[src/rtl/pr_bus_arbiter.sv]
// pr_bus_arbiter: four-way round-robin owner of a shared DW-bit bus.
// Grants are registered and one-hot, with a matching binary select.
// A one-cycle GAP always separates two owners so their drivers never overlap.
// Request/grant contract: a requester holds req high, level-sensitive, until
// it is done. It owns the bus for every cycle in which its gnt bit is high.
// Dropping req releases the bus at the next edge. It may be preempted after
// MAX_HOLD owned cycles if someone else is waiting.
module pr_bus_arbiter #(
    parameter int DW       = 4,
    parameter int MAX_HOLD = 8
) (
    input  logic            clk,
    input  logic            rst_n,
    input  logic [3:0]      req,
    input  logic [4*DW-1:0] data_in,
    output logic [3:0]      gnt,
    output logic [1:0]      sel,
    output logic [DW-1:0]   bus_out,
    output logic            bus_valid,
    output logic            busy,
    output logic [1:0]      dbg_state
);

    typedef enum logic [1:0] {
        S_IDLE = 2'd0,
        S_OWN  = 2'd1,
        S_GAP  = 2'd2
    } state_t;

    // Saturation point of the hold counter; reaching it with a competitor waiting ends ownership.
    localparam logic [3:0] HOLD_LAST = 4'(MAX_HOLD - 1);

    state_t     state_q, state_d;
    logic [3:0] gnt_q, gnt_d;
    logic [1:0] sel_q, sel_d;
    logic [1:0] last_q, last_d;
    logic [3:0] hold_q, hold_d;

    logic       win_found;
    logic [1:0] win_idx;
    logic [1:0] cand;
    logic       others;

    // Round-robin search: nearest requester after last wins, last itself is checked last.
    always_comb begin
        win_found = 1'b0;
        win_idx   = last_q;
        cand      = last_q;
        for (int k = 4; k >= 1; k--) begin
            cand = last_q + 2'(k);
            if (req[cand]) begin
                win_found = 1'b1;
                win_idx   = cand;
            end
        end
    end

    // A competitor is any requester other than the current owner.
    assign others = |(req & ~gnt_q);

    // Next-state logic: arbitrate from IDLE/GAP, release or preempt from OWN.
    always_comb begin
        state_d = state_q;
        gnt_d   = gnt_q;
        sel_d   = sel_q;
        last_d  = last_q;
        hold_d  = hold_q;
        case (state_q)
            S_IDLE, S_GAP: begin
                gnt_d = 4'b0000;
                if (win_found) begin
                    state_d = S_OWN;
                    gnt_d   = 4'b0001 << win_idx;
                    sel_d   = win_idx;
                    last_d  = win_idx;
                    hold_d  = 4'd0;
                end else begin
                    state_d = S_IDLE;
                end
            end
            S_OWN: begin
                if (!req[sel_q] || ((hold_q == HOLD_LAST) && others)) begin
                    state_d = S_GAP;
                    gnt_d   = 4'b0000;
                end else if (hold_q != HOLD_LAST) begin
                    hold_d = hold_q + 4'd1;
                end
            end
            default: begin
                state_d = S_IDLE;
                gnt_d   = 4'b0000;
            end
        endcase
    end

    // State register; reset leaves the pointer at 3 so requester 0 is first in line.
    always_ff @(posedge clk or negedge rst_n) begin
        if (!rst_n) begin
            state_q <= S_IDLE;
            gnt_q   <= 4'b0000;
            sel_q   <= 2'd0;
            last_q  <= 2'd3;
            hold_q  <= 4'd0;
        end else begin
            state_q <= state_d;
            gnt_q   <= gnt_d;
            sel_q   <= sel_d;
            last_q  <= last_d;
            hold_q  <= hold_d;
        end
    end

    assign gnt       = gnt_q;
    assign sel       = sel_q;
    assign bus_valid = (state_q == S_OWN);
    assign busy      = (state_q != S_IDLE);
    assign dbg_state = state_q;

    // Owner's data steered straight through, forced to zero whenever nobody owns the bus.
    always_comb begin
        bus_out = '0;
        if (bus_valid) begin
            bus_out = data_in[sel_q*DW +: DW];
        end
    end

endmodule

[config.mk]
export PLATFORM = sky130hd
export DESIGN_NAME = pr_bus_arbiter
export DESIGN_NICKNAME = d
export VERILOG_FILES = /design/src/rtl/pr_bus_arbiter.sv
export SDC_FILE = /design/constraint.sdc
export NUM_CORES = 1
export LEC_CHECK = 0
export ABC_AREA = 1
export CORE_MARGIN = 1
export CORE_UTILIZATION = 45
export DETAILED_ROUTE_END_ITERATION = 8
export DONT_BUFFER_PORTS = 1
export PLACE_DENSITY = 0.6
export SYNTH_ARGS = -nofsm -noshare
export SYNTH_HDL_FRONTEND = slang
export SYNTH_SLANG_ARGS = --single-unit
[constraint.sdc]
create_clock -name clk -period 4.4 [get_ports clk]
set_input_delay 0.88 -clock clk [delete_from_list [all_inputs] [get_ports clk]]
set_output_delay 0.88 -clock clk [all_outputs]
set_load 0.03 [all_outputs]
# == Word level (Yosys, flattened, before mapping) ==
# Cells that the tools add are included.
# op_classes
n_addsub,4
shift,2
n_bitwise,2
mux,28
reduce_logical,10
order_cmp,5
n_eq_ne,8
# ops
op,count
2-to-1 mux 4 bit,6
one-hot mux 4 bit (2 select lines),2
indexed part select 16 x 5 -> 4 bit,1
"< comparator 2 x 3 -> 1 bit, second input constant",5
binary-select mux 1 bit (select 2 bit),5
2-to-1 mux 1 bit,10
2-to-1 mux 2 bit,4
"adder 2 bit, second input constant",2
"adder 4 x 1 -> 4 bit, second input constant",1
AND 4 bit,1
"equality test 4 x 3 -> 1 bit, second input constant",1
"inequality test 2 x 1 -> 1 bit, second input constant",2
"inequality test 2 bit, second input constant",2
"inequality test 4 x 3 -> 1 bit, second input constant",1
NOT 4 bit,1
one-hot mux 2 bit (2 select lines),1
AND reduction 4 bit,1
nonzero test 2 bit,2
OR reduction 4 bit,1
"left shift 1 x 2 -> 4 bit, first input constant",1
"adder 2 x 1 -> 2 bit, second input constant",1
"equality test 2 x 1 -> 1 bit, second input constant",1
"equality test 2 bit, second input constant",1
logical NOT 2 bit,1
other kinds (5),5
# totals
regBits,14

# == Depth between registers and ports, before layout ==
# logic_depth
ltp_word,9
ltp_mapped,12
ltp_nobuf,11

# == Worst setup path before layout ==
# Ideal clock, no wire load.
# synth_timing
path_type,register -> output
startpoint,reg state_q[0] (netlist: dbg_state[0])
endpoint,out bus_out[0]
arrival_ns,1.656
n_path_buf,0
required_time_ns,3.520
slack_ns,1.864
stages_incl_launch_ff,5
path_cell_list,dfrtp_1 -> inv_1 -> nor2_2 -> inv_2 -> a21oi_1
# synth_between
elab_chain_cells,2
# synth_rtl
item,line_no,source
from (decl),33,"state_t state_q, state_d;"
from (signal assigned),105,state_q <= state_d;
equality test 2 x 1 -> 1 bit,115,assign bus_valid = (state_q == S_OWN);
via bus_valid,19,"output logic bus_valid,"
2-to-1 mux 4 bit,122,if (bus_valid) begin
to (decl),18,"output logic [DW-1:0] bus_out,"
# The timed path passes the listed nets, and every way through them passes these cells.

# == Final worst setup path ==
# layout_timing
startpoint,reg state_q[0] (netlist: dbg_state[0])
endpoint,out bus_out[1]
# The elaborated chain is that of the path after synthesis.

==> key figures <==
Setup path
  – Type of element launching the critical path: flop
  – CP Max Fanout: 9
  – Signal arrival time at the worst endpoint: 2.09 ns
  – Critical path startpoint: dbg_state[0]$_DFFE_PN0P_
  – Worst endpoint required time: 3.52 ns
  – Critical path cell sequence: inv_1 > nor2_2 > inv_2 > a21oi_1
  – Worst r2r src: dbg_state[0]$_DFFE_PN0P_
  – Highest-delay cell along the critical path: sky130_fd_sc_hd__a21oi_1
  – Type of the worst setup path: flop to primary output
  – Delay of the slowest cell on the worst path: 0.55 ns
  – CP Capture Type: primary output

CTS
  – TritonCTS clock tree: yes
  – Buffer count from post-CTS setup fixing: 0
  – Clock sinks: 14
  – Inserted Clock Buffers: 3
  – Clock Path Buffers: 2
  – H-tree depth: 1
  – Number of hold buffers added after CTS: 0
  – Number of resized instances in the post-cts repair step: 0
  – Clock Latency Late Sink: 0.28 ns
  – Root buf cell: sky130_fd_sc_hd__clkbuf_4
  – Worst-path clk slew: 0.08 ns

Finish
  – Proportion of layout cells with a drive suffix above 1: 14.02%
  – Most frequent standard cell in the layout excluding fill and tap cells: sky130_fd_sc_hd__nand2_1
  – Antenna diode instance count: 0
  – Filler cell count: 232
  – Area added between synthesis and finish: 3.963%
  – Top library cells by usage in the layout, fill and taps aside: 58 x sky130_fd_sc_hd__nand2_1, 21 x sky130_fd_sc_hd__nor2_1, 13 x sky130_fd_sc_hd__nand3_1
  – Final layout net count: 188

Power
  – Power density over cell area: 840.5 nW/um2
  – Clock network power share: 8.1%
  – Highest ir drop seen on vdd: 0.3615 mV
  – Part of the total power dissipated in combinational logic: 60.1%
  – Internal power contribution: 383.3 uW
  – Sequential power share: 31.8%
  – Net switching share of the total power: 59.13%
  – Switch Pwr: 554.7 uW
  – Static leakage: 0.6040 nW

Placement
  – Total of buffers placed on input and output ports: 0
  – Last weighted congestion value of the routability-driven placer: 0.8349
  – DPL Wire Length: 1.832 mm
  – Pre-CTS WS: 1.713 ns

Synth
  – Proportion of synthesized chip area in sequential cells: 32.87%
  – Fraction of synthesized area in multiplexers: 0%
  – Synth cell types: 25
  – Synthesized area per cell: 6.627 um2
  – Xor-xnor portion of the synthesized cell area: 0.8159%
  – Synthesized Nets: 185
  – Synthesis Warnings: 0
  – Largest family of logic cells by synthesized area: simple AND/OR/NAND/NOR gates
  – Simple-gate share of the synthesized area: 45.22%
  – Mapped cell area: 1074 um2
  – Adder-cell area share of the yosys netlist: 1.166%
  – Fraction of the mapped netlist area in compound gates: 12.24%
  – Instance count of the mapped netlist: 162
  – Number of flip-flops and latches in the synthesized netlist: 14

STA
  – Number of hold violations in the final report: 0
  – Post-route fraction of the period consumed by the critical path: 67.58%
  – Final setup vio count: 0
  – Max Clock Freq: 336.3 MHz
  – Final worst slack: 1.427 ns
  – Clock Skews: 0.001053 ns
  – Setup TNS: 0 ns
  – Worst relative slew slack: 57.26%
  – Final min period: 2.973 ns
  – Final slew viol count: 0
  – Setup repair after global routing missed its margin: no
  – Transition time at the pin with the least slew margin: 0.6431 ns

Route
  – Mean number of vias per cell: 5.333
  – Met3 Wirelength: 131 um
  – DR DRC count: 0
  – Routed length on met2: 1.192 mm
  – M1 WL: 1.079 mm
  – Post-route antenna net violation count: 0
  – Uppermost metal layer occupied by signal nets: met4
  – Count of vias placed by the detailed router: 1,024
  – Average wire per cell in the routed design: 12.57 um
  – Number of iterations in the first detailed-routing pass: 4
  – DRC violation total after the first TritonRoute iteration: 29
  – Drt total wl: 2.414 mm

Run
  – MaxCap Viol Count: 0

Floorplan
  – Chip width: 50.84 um
  – Count of boundary I/O pins: 36
  – Initial core utilization: 48.07%
  – # rows: 17
  – Placeable core area: 2233 um2
  – Total die area: 2585 um2
  – Die Height: 50.84 um

GRT
  – Antenna violations before repair: 0
  – Wire length of the first global-routing pass: 4.064 mm
  – GR Overflow Total: 0
  – Pin count of the biggest net entering global routing: 15
  – Total global-route track usage: 20.69%
  – Vias in the first global route: 923

Worst hold path
  – Path category of the worst min-delay check: input pin to asynchronous set/reset pin

Status
  – Result of the run: completed
-- worst max-delay path: cells and delay by family (launching register included) --
kind | cells | cell delay, ns
AO/OA/AOI/OAI | 1 | 0.55
flip-flops | 1 | 0.53
AND/OR/NAND/NOR | 1 | 0.40
buffers and inverters | 2 | 0.33
-- area by class of cell --
class,count,area [um2],share of cell area (%)
clock buffers,4,26.28,2.354
inverters,15,63.81,5.717
multi-input cells,131,638.1,57.17
flip-flops and latches,14,352.8,31.61
well taps,28,35.03,3.139
-- cell families after synthesis --
group,count (synthesis)
AO/OA/AOI/OAI,23
XOR/XNOR,1
adder cells (fa/ha/maj),1
buffers and inverters,17
flip-flops,14
AND/OR/NAND/NOR,106
-- metrics by stage --
stage	hold slack (ns)	util (%)	instance area, um2	total power [mW]	instances
2_1_floorplan	0.4665	-	1074	0.7731	162
3_3_place_gp	0.4954	48.80	1090	0.8465	188
3_5_place_dp	0.5027	48.80	1090	0.8586	188
4_1_cts	0.2714	49.97	1116	0.9401	192
5_1_grt	0.2680	49.97	1116	1.026	192
6_report	0.2856	49.97	1116	0.9381	192
-- synth_stat cells, drive strengths merged --
cell,n,area (um2)
dfstp,2,52.55
ha,1,12.51
o22ai,1,6.260
nand2,67,294.0
nor3b,1,7.510
inv,15,63.81
nand3,13,65.06
dfrtp,12,300.3
nor2,22,85.09
buf,2,18.77
xor2,1,8.760
nand3b,2,27.53
o21ai,17,100.1
or2,1,6.260
a21oi,5,25.02
-- power groups by stage --
stage          sequential [mW]  combinational [mW]  clock, mW
2_1_floorplan            0.266               0.507          0
3_3_place_gp             0.300               0.546          0
3_5_place_dp             0.301               0.558          0
4_1_cts                  0.299               0.561     0.0799
5_1_grt                  0.308               0.635     0.0831
6_report                 0.298               0.563     0.0763
-- final timing paths --
check | to | slack [ns] | depth (start not counted)
hold reg to reg | hold_q[1]$_DFFE_PN0P_ | 0.51 | 2
min in group clk | hold_q[1]$_DFFE_PN0P_ | 0.51 | 2
max in group asynchronous | last_q[1]$_DFFE_PN1P_ | 3.95 | 0
setup / recovery | bus_out[1] | 1.43 | 4
hold / removal | sel[1]$_DFFE_PN0P_ | 0.29 | 0
setup reg to reg | hold_q[1]$_DFFE_PN0P_ | 2.43 | 9
-- per-layer routing --
metal | up-vias | global-route usage, %
li1 | 520 | -
met1 | 473 | 25.00
met2 | 29 | 37.11
met3 | 2 | 5.952
met4 | 0 | 2.778
met5 | - | 0
-- registers in the layout, summed over array words and instances, names as in the netlist --
| register | cells |
|---|---|
| gnt | 4 |
| dbg_state | 2 |
| hold_q | 4 |
| sel | 2 |
| last_q | 2 |
(Power assumes the default switching activity.)
